==> src/rtl/pc_seq_if.sv <==
// Control/status bundle between a sequencer client (master) and pc_seq (slave).
interface pc_seq_if #(
    parameter int unsigned WIDTH = 8,
    parameter int unsigned DEPTH = 4
);
    localparam int unsigned SpW = $clog2(DEPTH + 1);

    logic             stall;
    logic [2:0]       op;
    logic [WIDTH-1:0] target;
    logic [WIDTH-1:0] offset;
    logic             clr_err;
    logic [WIDTH-1:0] pc_out;
    logic [WIDTH-1:0] ret_addr;
    logic [SpW-1:0]   sp;
    logic             stack_full;
    logic             stack_empty;
    logic             ovf;
    logic             unf;

    modport master (
        output stall, op, target, offset, clr_err,
        input  pc_out, ret_addr, sp, stack_full, stack_empty, ovf, unf
    );

    modport slave (
        input  stall, op, target, offset, clr_err,
        output pc_out, ret_addr, sp, stack_full, stack_empty, ovf, unf
    );
endinterface

==> src/rtl/pc_seq.sv <==
// Program-counter sequencer: INC/JMP/BR/CALL/RET/HOLD with a bounded return stack
// and sticky overflow/underflow flags.
module pc_seq #(
    parameter int unsigned      WIDTH        = 8,
    parameter int unsigned      DEPTH        = 4,
    parameter logic [WIDTH-1:0] RESET_VECTOR = '0
) (
    input logic     clk,
    input logic     rst,
    pc_seq_if.slave bus
);
    localparam int unsigned    SpW    = $clog2(DEPTH + 1);
    localparam int unsigned    IdxW   = (DEPTH > 1) ? $clog2(DEPTH) : 1;
    localparam logic [SpW-1:0] SpFull = SpW'(DEPTH);

    typedef enum logic [2:0] {
        OpInc  = 3'b000,
        OpJmp  = 3'b001,
        OpBr   = 3'b010,
        OpCall = 3'b011,
        OpRet  = 3'b100,
        OpHold = 3'b101
    } op_e;

    logic [WIDTH-1:0] stack_q [DEPTH];
    logic [WIDTH-1:0] pc_q, pc_d, pc_inc, top;
    logic [SpW-1:0]   sp_q, sp_d;
    logic             ovf_q, ovf_d, unf_q, unf_d;
    logic             full, empty, push;
    logic [IdxW-1:0]  top_idx, push_idx;
    op_e              op;

    assign op       = op_e'(bus.op);
    assign full     = (sp_q == SpFull);
    assign empty    = (sp_q == '0);
    assign pc_inc   = pc_q + 1'b1;
    assign top_idx  = IdxW'(sp_q - 1'b1);
    assign push_idx = IdxW'(sp_q);
    // Gate on empty so stale storage behind sp never leaks out.
    assign top      = empty ? '0 : stack_q[top_idx];

    always_comb begin
        pc_d  = pc_inc;
        sp_d  = sp_q;
        ovf_d = ovf_q;
        unf_d = unf_q;
        push  = 1'b0;
        if (bus.clr_err) begin
            ovf_d = 1'b0;
            unf_d = 1'b0;
        end
        // Flag sets below come after the clear so a same-cycle set wins.
        case (op)
            OpJmp:  pc_d = bus.target;
            OpBr:   pc_d = pc_q + bus.offset;
            OpCall: begin
                if (!full) begin
                    push = 1'b1;
                    sp_d = sp_q + 1'b1;
                    pc_d = bus.target;
                end else begin
                    ovf_d = 1'b1;
                end
            end
            OpRet: begin
                if (!empty) begin
                    pc_d = top;
                    sp_d = sp_q - 1'b1;
                end else begin
                    unf_d = 1'b1;
                end
            end
            OpHold: pc_d = pc_q;
            default: pc_d = pc_inc;
        endcase
    end

    always_ff @(posedge clk or posedge rst) begin
        if (rst) begin
            pc_q  <= RESET_VECTOR;
            sp_q  <= '0;
            ovf_q <= 1'b0;
            unf_q <= 1'b0;
        end else if (!bus.stall) begin
            pc_q  <= pc_d;
            sp_q  <= sp_d;
            ovf_q <= ovf_d;
            unf_q <= unf_d;
        end
    end

    // Storage is deliberately left unreset; sp alone defines what is valid.
    always_ff @(posedge clk) begin
        if (push && !bus.stall) begin
            stack_q[push_idx] <= pc_inc;
        end
    end

    assign bus.pc_out      = pc_q;
    assign bus.sp          = sp_q;
    assign bus.ret_addr    = top;
    assign bus.stack_full  = full;
    assign bus.stack_empty = empty;
    assign bus.ovf         = ovf_q;
    assign bus.unf         = unf_q;
endmodule

==> src/flat_wrapper.sv <==
// flat-port wrapper written by rule: the top's interface ports become plain ports
module pc_seq_flat 
#(
    parameter int unsigned      WIDTH        = 8,
    parameter int unsigned      DEPTH        = 4,
    parameter logic [WIDTH-1:0] RESET_VECTOR = '0
)
  (clk, rst, bus_stall, bus_op, bus_target, bus_offset, bus_clr_err, bus_pc_out, bus_ret_addr, bus_sp, bus_stack_full, bus_stack_empty, bus_ovf, bus_unf);
  pc_seq_if #(.WIDTH(WIDTH), .DEPTH(DEPTH)) bus_i ();
  input logic clk;
  input logic rst;
  input wire logic [$bits(bus_i.stall)-1:0] bus_stall;
  input wire logic [$bits(bus_i.op)-1:0] bus_op;
  input wire logic [$bits(bus_i.target)-1:0] bus_target;
  input wire logic [$bits(bus_i.offset)-1:0] bus_offset;
  input wire logic [$bits(bus_i.clr_err)-1:0] bus_clr_err;
  output wire logic [$bits(bus_i.pc_out)-1:0] bus_pc_out;
  output wire logic [$bits(bus_i.ret_addr)-1:0] bus_ret_addr;
  output wire logic [$bits(bus_i.sp)-1:0] bus_sp;
  output wire logic [$bits(bus_i.stack_full)-1:0] bus_stack_full;
  output wire logic [$bits(bus_i.stack_empty)-1:0] bus_stack_empty;
  output wire logic [$bits(bus_i.ovf)-1:0] bus_ovf;
  output wire logic [$bits(bus_i.unf)-1:0] bus_unf;
  assign bus_i.stall = bus_stall;
  assign bus_i.op = bus_op;
  assign bus_i.target = bus_target;
  assign bus_i.offset = bus_offset;
  assign bus_i.clr_err = bus_clr_err;
  assign bus_pc_out = bus_i.pc_out;
  assign bus_ret_addr = bus_i.ret_addr;
  assign bus_sp = bus_i.sp;
  assign bus_stack_full = bus_i.stack_full;
  assign bus_stack_empty = bus_i.stack_empty;
  assign bus_ovf = bus_i.ovf;
  assign bus_unf = bus_i.unf;
  pc_seq #(.WIDTH(WIDTH), .DEPTH(DEPTH), .RESET_VECTOR(RESET_VECTOR)) u_core (.clk(clk), .rst(rst), .bus(bus_i));
endmodule
==> config.mk <==
export PLATFORM = sky130hd
export DESIGN_NAME = pc_seq_flat
export DESIGN_NICKNAME = d
export VERILOG_FILES = /design/src/rtl/pc_seq_if.sv /design/src/rtl/pc_seq.sv /design/src/flat_wrapper.sv
export SDC_FILE = /design/constraint.sdc
export NUM_CORES = 1
export LEC_CHECK = 0
export CAP_MARGIN = 20
export CORE_UTILIZATION = 50
export DETAILED_ROUTE_END_ITERATION = 8
export HOLD_SLACK_MARGIN = 0.12
export MAX_ROUTING_LAYER = met4
export PLACE_DENSITY = 0.79
export SYNTH_ARGS = -nofsm -noshare
export SYNTH_HDL_FRONTEND = slang
export SYNTH_SLANG_ARGS = --single-unit
==> constraint.sdc <==
create_clock -name clk -period 2.75 [get_ports clk]
set_clock_uncertainty 0.05 [all_clocks]
set_input_delay 0.6875 -clock clk [delete_from_list [all_inputs] [get_ports clk]]
set_output_delay 0.6875 -clock clk [all_outputs]
set_load 0.01 [all_outputs]
**After elaboration in Yosys (flattened, before gate mapping)**

Memories as Yosys holds them, arrays and structs flattened.
Cells that the tools add are included.

- Flip-flop bits (word level): 13
- RAM bits: 32
- Input port bits: 23
- Output and inout port bits: 23
- Logic and storage cells: 42
- Memories kept: 1

Memory list:

| memory | depth | bits a word | rd ports | clocked after memory_dff | write ports | line | source |
|---|---|---|---|---|---|---|---|
| u_core.stack_q | 4 | 8 | 1 | 0 | 1 | pc_seq.sv:25 | `logic [WIDTH-1:0] stack_q [DEPTH];` |

- Add/subtract/negate cells: 4
- Equal/unequal tests: 8
- Muxes and demuxes: 17
- Bitwise logic cells: 2
- Reduce and logical (&&, ||, !) cells: 6

Operator list:

| cell | number |
|---|---|
| $pmux 8 s5 | 1 |
| $mux 8 | 3 |
| $mux 1 | 10 |
| $eq 3x3->1 const B | 3 |
| $add 8x1->8 const B | 1 |
| $add 8x8->8 | 1 |
| $eq 3x2->1 const B | 2 |
| $mux 3 | 2 |
| $pmux 3 s2 | 1 |
| $ne 2x2->1 const B | 2 |
| $reduce_and 4->1 | 1 |
| $add 3x1->3 const B | 1 |
| $eq 3x1->1 const B | 1 |
| $logic_not 3->1 | 1 |
| $sub 3x1->3 const B | 1 |
| $not 1->1 | 2 |
| $reduce_and 2->1 | 1 |
| $reduce_bool 2->1 | 1 |
| $logic_and 1x1->1 | 1 |
| $logic_not 1->1 | 1 |

**Depth between registers and ports, before layout**

Gate-level depths: netlist of run 1.

- Depth after elaboration: 6
- Mapped depth: 10
- Depth with buffers taken out: 8

**Worst setup path before layout of run 1**

OpenSTA, ideal clock, no wires.

- Path type: flip-flop to output port
- Start: register u_core.sp_q[0], in the netlist u_core.bus.sp[0]
- End: output port bus_ret_addr[0]
- Arrival time: 1.960 ns
- Data required time: 2.013 ns
- Slack: 0.052 ns
- Stages on the path, launching flop included: 7
- Path buffers: 2
- Cells stage by stage: dfrtp_1 buf_2 inv_1 ha_1 clkbuf_1 mux4_2 and2_1

- Word-level cells in the longest chain between the ends: 3
- Elaborated cells between the ends (all ways): 4
- Those cells by class: add/sub: 1; mux: 1; reduce/logical: 1; memory: 1

RTL lines:

| what | line | source |
|---|---|---|
| start, declared | pc_seq.sv:27 | `logic [SpW-1:0] sp_q, sp_d;` |
| start signal, assigned | pc_seq.sv:86 | `sp_q <= sp_d;` |
| $sub 3x1->3 | pc_seq.sv:37 | `assign top_idx = IdxW'(sp_q - 1'b1);` |
| $mem_v2 4x8 | n/a |  |
| $mux 8 (*) | pc_seq.sv:40 | `assign top = empty ? '0 : stack_q[top_idx];` |
| end, declared | flat_wrapper.sv:18 | `output wire logic [$bits(bus_i.ret_addr)-1:0] bus_ret_addr;` |

Mark *: on every way between the ends. The rest lies on a longest branch, timed or not.

**Worst setup path after layout of run 1**

- Start: register u_core.sp_q[1], in the netlist u_core.bus.sp[1]
- End: output port bus_ret_addr[3]

The elaborated chain is that of the path after synthesis.

==> results.cfg, run 1 <==
[global_route]
grt_pass1_wl_mm = 9.10
grt_overflow = 0
antenna_found_initial = 0
grtUsageTotal = 0.242
grt_pass1_vias = 1893
grt_max_degree = 17

[synthesis]
yosysSeqAreaShare = 0.516
ys.flop_type = edfxtp_1
yosys_warnings = 0
synth-seq-cells = 45
synth_edf_count = 32
synth.avg_cell_area_um2 = 12.3
yosys.area.top_type = edfxtp_1
syn-num-nets = 239
synthCells = 202
synthArstFlopShare = 0.289
netlist.area_leader.share = 0.386
syn_area_um2 = 2490
synth.distinct_cells = 43
synth_area_leaders = edfxtp_1 (39%), dfrtp_1 (13%), mux4_2 (7.2%), ha_1 (6.5%), and2_1 (3.3%)

[cells_and_area]
finalNetCount = 302
area_growth_pct = 32.0
mostFrequentLayoutCells = clkdlybuf4s50_1 (37), edfxtp_1 (32), buf_4 (15)
drive_gt1_frac = 0.154
layout_commonest_cell = clkdlybuf4s50_1
final_util = 0.692
antenna-diode-count = 0

[sta]
clock.fmax_mhz = 375
relSlewSlack = 0.562
worst_pin_slew_ns = 0.657
setup_viol = 0
finalCriticalPeriod_ns = 2.67
hold_viol_final = 0
tns_ns = 0
timing.final.crit_share = 0.969
drv_slew = 0
rsz0062_at_grt = no

[floorplan]
die_y_um = 72.6
rows = 25
fp.dieW_um = 72.6
coreArea_um2 = 4750
start_util = 0.524
die_area_um2 = 5270
ios = 46

[placed_design]
dp.final_hpwl_mm = 4.33
port_buffers = 45
place.gp.congestion = 0.843

[power_and_ir_drop]
p_per_area_nw_per_um2 = 924
peakVddDrop_v = 0.000756
leakagePower_uw = 0.00128

[worst_setup_path]
critical-path-max-stage-delay_ns = 0.38
crit_family = buffers and inverters
crit_path_top_delay_cell = dfrtp_1
critPathArrivalTime_ns = 1.93
crit_required_ns = 2.01
critPathMaxFanout = 4
critical_path_buf_inv_count = 3
critPathCaptureType = primary output
worstSetupPathType = flop to primary output
cp-start-kind = flop
crit_chain = inv_2, ha_4, buf_4, mux4_2, and2_1, dlygate4sd2_1

[route]
wl_per_cell_um = 16.9
routed_wl_mm = 5.64
ant_nets = 0
vias_per_cell = 5.60
drt_iter0_markers = 181
routed-via-count = 1865
drc_errors = 0
dr.pass1.iters = 4

[clocking]
tritoncts = built
clk_pin_slew_worst_paths_ns = 0.09
max-clock-path-buffers = 2
clock-root-buffer = clkbuf_8
cts_made_buffers = 5
htree_levels = 2
cts_sinks = 45
clk_latency_ns = 0.30

[run]
drv_cap = 0

[status]
status = finished, final reports clean

[min_path]
hold_class = flop to flop
stage by stage:
stage | hold slack [ns] | area (um2) | std cells | power [uW] | worst slack (ns)
after floorplan | 0.461 | 2490 | 202 | 1870 | 0.0523
after detailed placement | 0.443 | 3140 | 321 | 2540 | -0.0105
after global routing | 0.489 | 3290 | 333 | 3240 | 0.00411
final | 0.455 | 3290 | 333 | 3040 | 0.0840
after global placement | 0.421 | 3140 | 321 | 2500 | 0.00535
after CTS | 0.462 | 3280 | 332 | 3040 | 0.0728
what timing repair did:
action                                  CTS  global route
endpoints found under the setup margin    8             1
setup buffers                             3             1
pin swaps                                 1             0
hold buffers                              0             0
gates resized for setup                  16             0
kinds of logic (layout without fill, tap and decap cells):
family	count (synthesis)	in the layout	share of synthesized area
AND/OR/NAND/NOR	53	53	0.111
buffers and inverters	18	82	0.0321
flip-flops	45	45	0.516
multiplexers	10	10	0.0804
AO/OA/AOI/OAI	50	50	0.145
adder cells (fa/ha/maj)	14	14	0.0733
XOR/XNOR	12	12	0.0422
final timing paths:
| kind | to | cells past startpoint | slack [ns] | from |
|---|---|---|---|---|
| setup / recovery | bus_ret_addr[3] | 6 | 0.08 | u_core.bus.sp[1]$_DFFE_PP0P_ |
| hold / removal | u_core.bus.unf$_DFFE_PP0N_ | 2 | 0.46 | u_core.bus.unf$_DFFE_PP0N_ |
| setup reg to reg | u_core.bus.pc_out[6]$_DFFE_PP0P_ | 8 | 0.65 | u_core.bus.pc_out[0]$_DFFE_PP0P_ |
| hold reg to reg | u_core.bus.unf$_DFFE_PP0N_ | 2 | 0.46 | u_core.bus.unf$_DFFE_PP0N_ |
| max in group asynchronous | u_core.bus.sp[1]$_DFFE_PP0P_ | 2 | 1.59 | rst |
| min in group asynchronous | u_core.bus.ovf$_DFFE_PP0N_ | 2 | 0.68 | rst |
cells in the mapped netlist (2+ instances only):
| master | n |
|---|---|
| or3b_1 | 2 |
| nand3_1 | 4 |
| nor2_1 | 13 |
| a31oi_1 | 2 |
| mux2i_1 | 2 |
| and2_1 | 13 |
| xnor2_1 | 6 |
| a32oi_1 | 2 |
| buf_2 | 3 |
| dfrtp_1 | 13 |
| clkbuf_1 | 3 |
| a21o_1 | 5 |
| xor2_1 | 6 |
| o22ai_1 | 2 |
| o21ai_0 | 5 |
| mux4_2 | 8 |
| inv_1 | 9 |
| edfxtp_1 | 32 |
| a211oi_1 | 4 |
| nand2_1 | 8 |
| a221o_1 | 5 |
| o31a_1 | 3 |
| nor3_1 | 4 |
| nand2b_1 | 3 |
| nor2b_1 | 2 |
| a221oi_1 | 5 |
| a21oi_1 | 10 |
| ha_1 | 13 |
sequential cells by signal, indices dropped and copies added (netlist names):
signal,flops
u_core.bus.ovf,1
u_core.bus.sp,3
u_core.stack_q,32
u_core.bus.pc_out,8
u_core.bus.unf,1
report_power, final:
group | internal, uW | switching (uW) | leakage (uW)
sequential | 878 | 98.3 | 0.000440
combinational | 870 | 771 | 0.000796
clock | 185 | 236 | 0.0000452
worst register-to-register path, delay by kind of cell (launching register included):
| family | cells | cell delay (ns) |
|---|---|---|
| adders and majority gates | 2 | 0.63 |
| buffers and inverters | 1 | 0.06 |
| AOI/OAI and AO/OA | 4 | 0.64 |
| and+or+nand+nor | 1 | 0.17 |
| DFF | 1 | 0.46 |
cell type report:
class	instances	area, um2
well taps	67	83.8
fillers	372	1470
repair buffers	65	653
clock buffers	5	68.8
multi-input cells	139	1140
inverters	9	33.8
clock inverters	3	25.0
flip-flops and latches	45	1290
per-layer routing:
layer | part of all wire | track usage | up-vias | wire length, um
met4 | 0.0094 | 0.0610 | 0 | 53
met3 | 0.052 | 0.0428 | 6 | 292
met2 | 0.51 | 0.413 | 52 | 2900
met1 | 0.43 | 0.300 | 916 | 2400
met5 | 0 | - | - | 0
li1 | - | - | 891 | -
Power figures use the tool's default switching activity.
==> run 2, diff against run 1 <==
Settings changed: CORE_ASPECT_RATIO from default to 2, GPL_ROUTABILITY_DRIVEN from default to 0.
==> run 2 against run 1 <==
The flow now finishes with violations (setup timing). Clock-buffer cell count unchanged. Register-to-register slack worse by 0.03 ns. Non-clock buffer count down 2. Die area up 0.32%. Worst hold slack better by 0.0045 ns. Sequential power about the same. Maximum frequency down 5.1%. Via count down 2.0%. Clock power down 2%. Total power down 3.0%. Combinational power down 5%. Largest cell class unchanged.
==> results.cfg, run 2 (synthesis results as in run 1) <==
[worst_setup_path]
worstSetupPathType = flop to primary output
critPathCaptureType = primary output
crit_path_top_delay_cell = mux4_2
crit_chain = buf_4, mux4_2, and2_1, clkdlybuf4s50_1
critPathArrivalTime_ns = 2.07
critical-path-max-stage-delay_ns = 0.54
critPathMaxFanout = 12
critical_path_buf_inv_count = 2
cp-start-kind = flop
crit_family = buffers and inverters
crit_required_ns = 2.01

[power_and_ir_drop]
peakVddDrop_v = 0.000539
p_int_uw = 1900
pwr-share-seq = 0.331
p_comb_frac = 0.529
p_per_area_nw_per_um2 = 918
p_total_uw = 2950
leakagePower_uw = 0.00125
p_clk_frac = 0.140
sw_frac_of_total = 0.354
p_sw_uw = 1040

[sta]
clock.fmax_mhz = 356
drv_slew = 0
timing.final.crit_share = 1.02
setup_viol = 8
finalCriticalPeriod_ns = 2.81
rsz0062_at_grt = yes
worst_pin_slew_ns = 0.548
relSlewSlack = 0.634
hold_viol_final = 0
setup_slack_ns = -0.0587

[cells_and_area]
area_growth_pct = 28.9
layout_commonest_cell = clkdlybuf4s50_1
fillers = 385
drive_gt1_frac = 0.144
mostFrequentLayoutCells = clkdlybuf4s50_1 (45), edfxtp_1 (32), buf_4 (18)
largest_register_ffs = 32
finalNetCount = 300
top_register = u_core.stack_q
antenna-diode-count = 0

[clocking]
cts_setup_buffers = 0
cts_sinks = 45
clock-root-buffer = clkbuf_8
cts_resized = 2
clk_pin_slew_worst_paths_ns = 0.09
tritoncts = built
htree_levels = 2
max-clock-path-buffers = 2
clk_latency_ns = 0.29
cts_made_buffers = 5
hold_buffers = 0

[floorplan]
rows = 36
start_util = 0.517
fp.dieW_um = 51.9
ios = 46
coreArea_um2 = 4820
die_y_um = 102
die_area_um2 = 5290

[status]
status = finished with violations
violations = setup timing

[global_route]
grtUsageTotal = 0.224
grt_max_degree = 17
antenna_found_initial = 0
grt_pass1_wl_mm = 8.33
grt_overflow = 0
grt_pass1_vias = 1784

[placed_design]
pre_cts_slack_ns = 0.00897
port_buffers = 45
dp.final_hpwl_mm = 4.22

[route]
drc_errors = 0
routed-via-count = 1827
ant_nets = 0
drt_iter0_markers = 41
wl_per_cell_um = 16.7
routed_wl_mm = 5.35
dr.pass1.iters = 4
vias_per_cell = 5.69

[run]
drv_cap = 0

[min_path]
hold_class = flop to flop
## run 2: path summary, 6_finish.rpt
| path | startpoint | endpoint | slack, ns | cells after the start |
|---|---|---|---|---|
| setup / recovery | u_core.bus.sp[0]$_DFFE_PP0P_ | bus_ret_addr[3] | -0.06 | 4 |
| setup reg to reg | u_core.bus.pc_out[0]$_DFFE_PP0P_ | u_core.bus.pc_out[6]$_DFFE_PP0P_ | 0.62 | 8 |
| min in group asynchronous | rst | u_core.bus.sp[2]$_DFFE_PP0P_ | 0.68 | 2 |
| hold / removal | u_core.bus.unf$_DFFE_PP0N_ | u_core.bus.unf$_DFFE_PP0N_ | 0.46 | 2 |
| max in group asynchronous | rst | u_core.bus.sp[1]$_DFFE_PP0P_ | 1.61 | 2 |
| hold reg to reg | u_core.bus.unf$_DFFE_PP0N_ | u_core.bus.unf$_DFFE_PP0N_ | 0.46 | 2 |
## run 2: area by class of cell
| cell class | count | area, um2 | area share |
|---|---|---|---|
| multi-input cells | 139 | 1140 | 0.355 |
| clock inverters | 3 | 26.3 | 0.00818 |
| inverters | 9 | 33.8 | 0.0105 |
| flip-flops and latches | 45 | 1290 | 0.400 |
| well taps | 57 | 71.3 | 0.0222 |
| repair buffers | 63 | 586 | 0.182 |
| clock buffers | 5 | 68.8 | 0.0214 |
## run 2: tightest hold or removal path, cell delays in order, from the launching register on
cell,delay [ns]
dfrtp_1,0.37
nand2_1,0.06
o31ai_1,0.05
## run 2: power by group through the flow
stage          logic (uW)  clock network, uW  registers, uW
2_1_floorplan         862                  0           1000
3_3_place_gp         1500                  0            984
3_5_place_dp         1530                  0            988
4_1_cts              1570                430            973
5_1_grt              1690                457            988
6_report             1560                414            975
## run 2: metrics by stage
step	hold slack [ns]	instances	area [um2]	util	setup TNS, ns
after global placement	0.439	313	3100	0.644	0
final	0.460	321	3210	0.666	-0.393
after global routing	0.474	321	3210	0.666	-1.21
after detailed placement	0.439	313	3100	0.644	0
after floorplan	0.461	202	2490	-	0
after CTS	0.460	321	3210	0.666	-0.589
## run 2: metal layers
metal / vias to the layer above / wire [um] / track usage
met1: 885 / 2020 / 0.240
met2: 45 / 3020 / 0.400
met5: - / 0 / -
met3: 10 / 176 / 0.0268
li1: 887 / - / -
met4: 0 / 136 / 0.0936
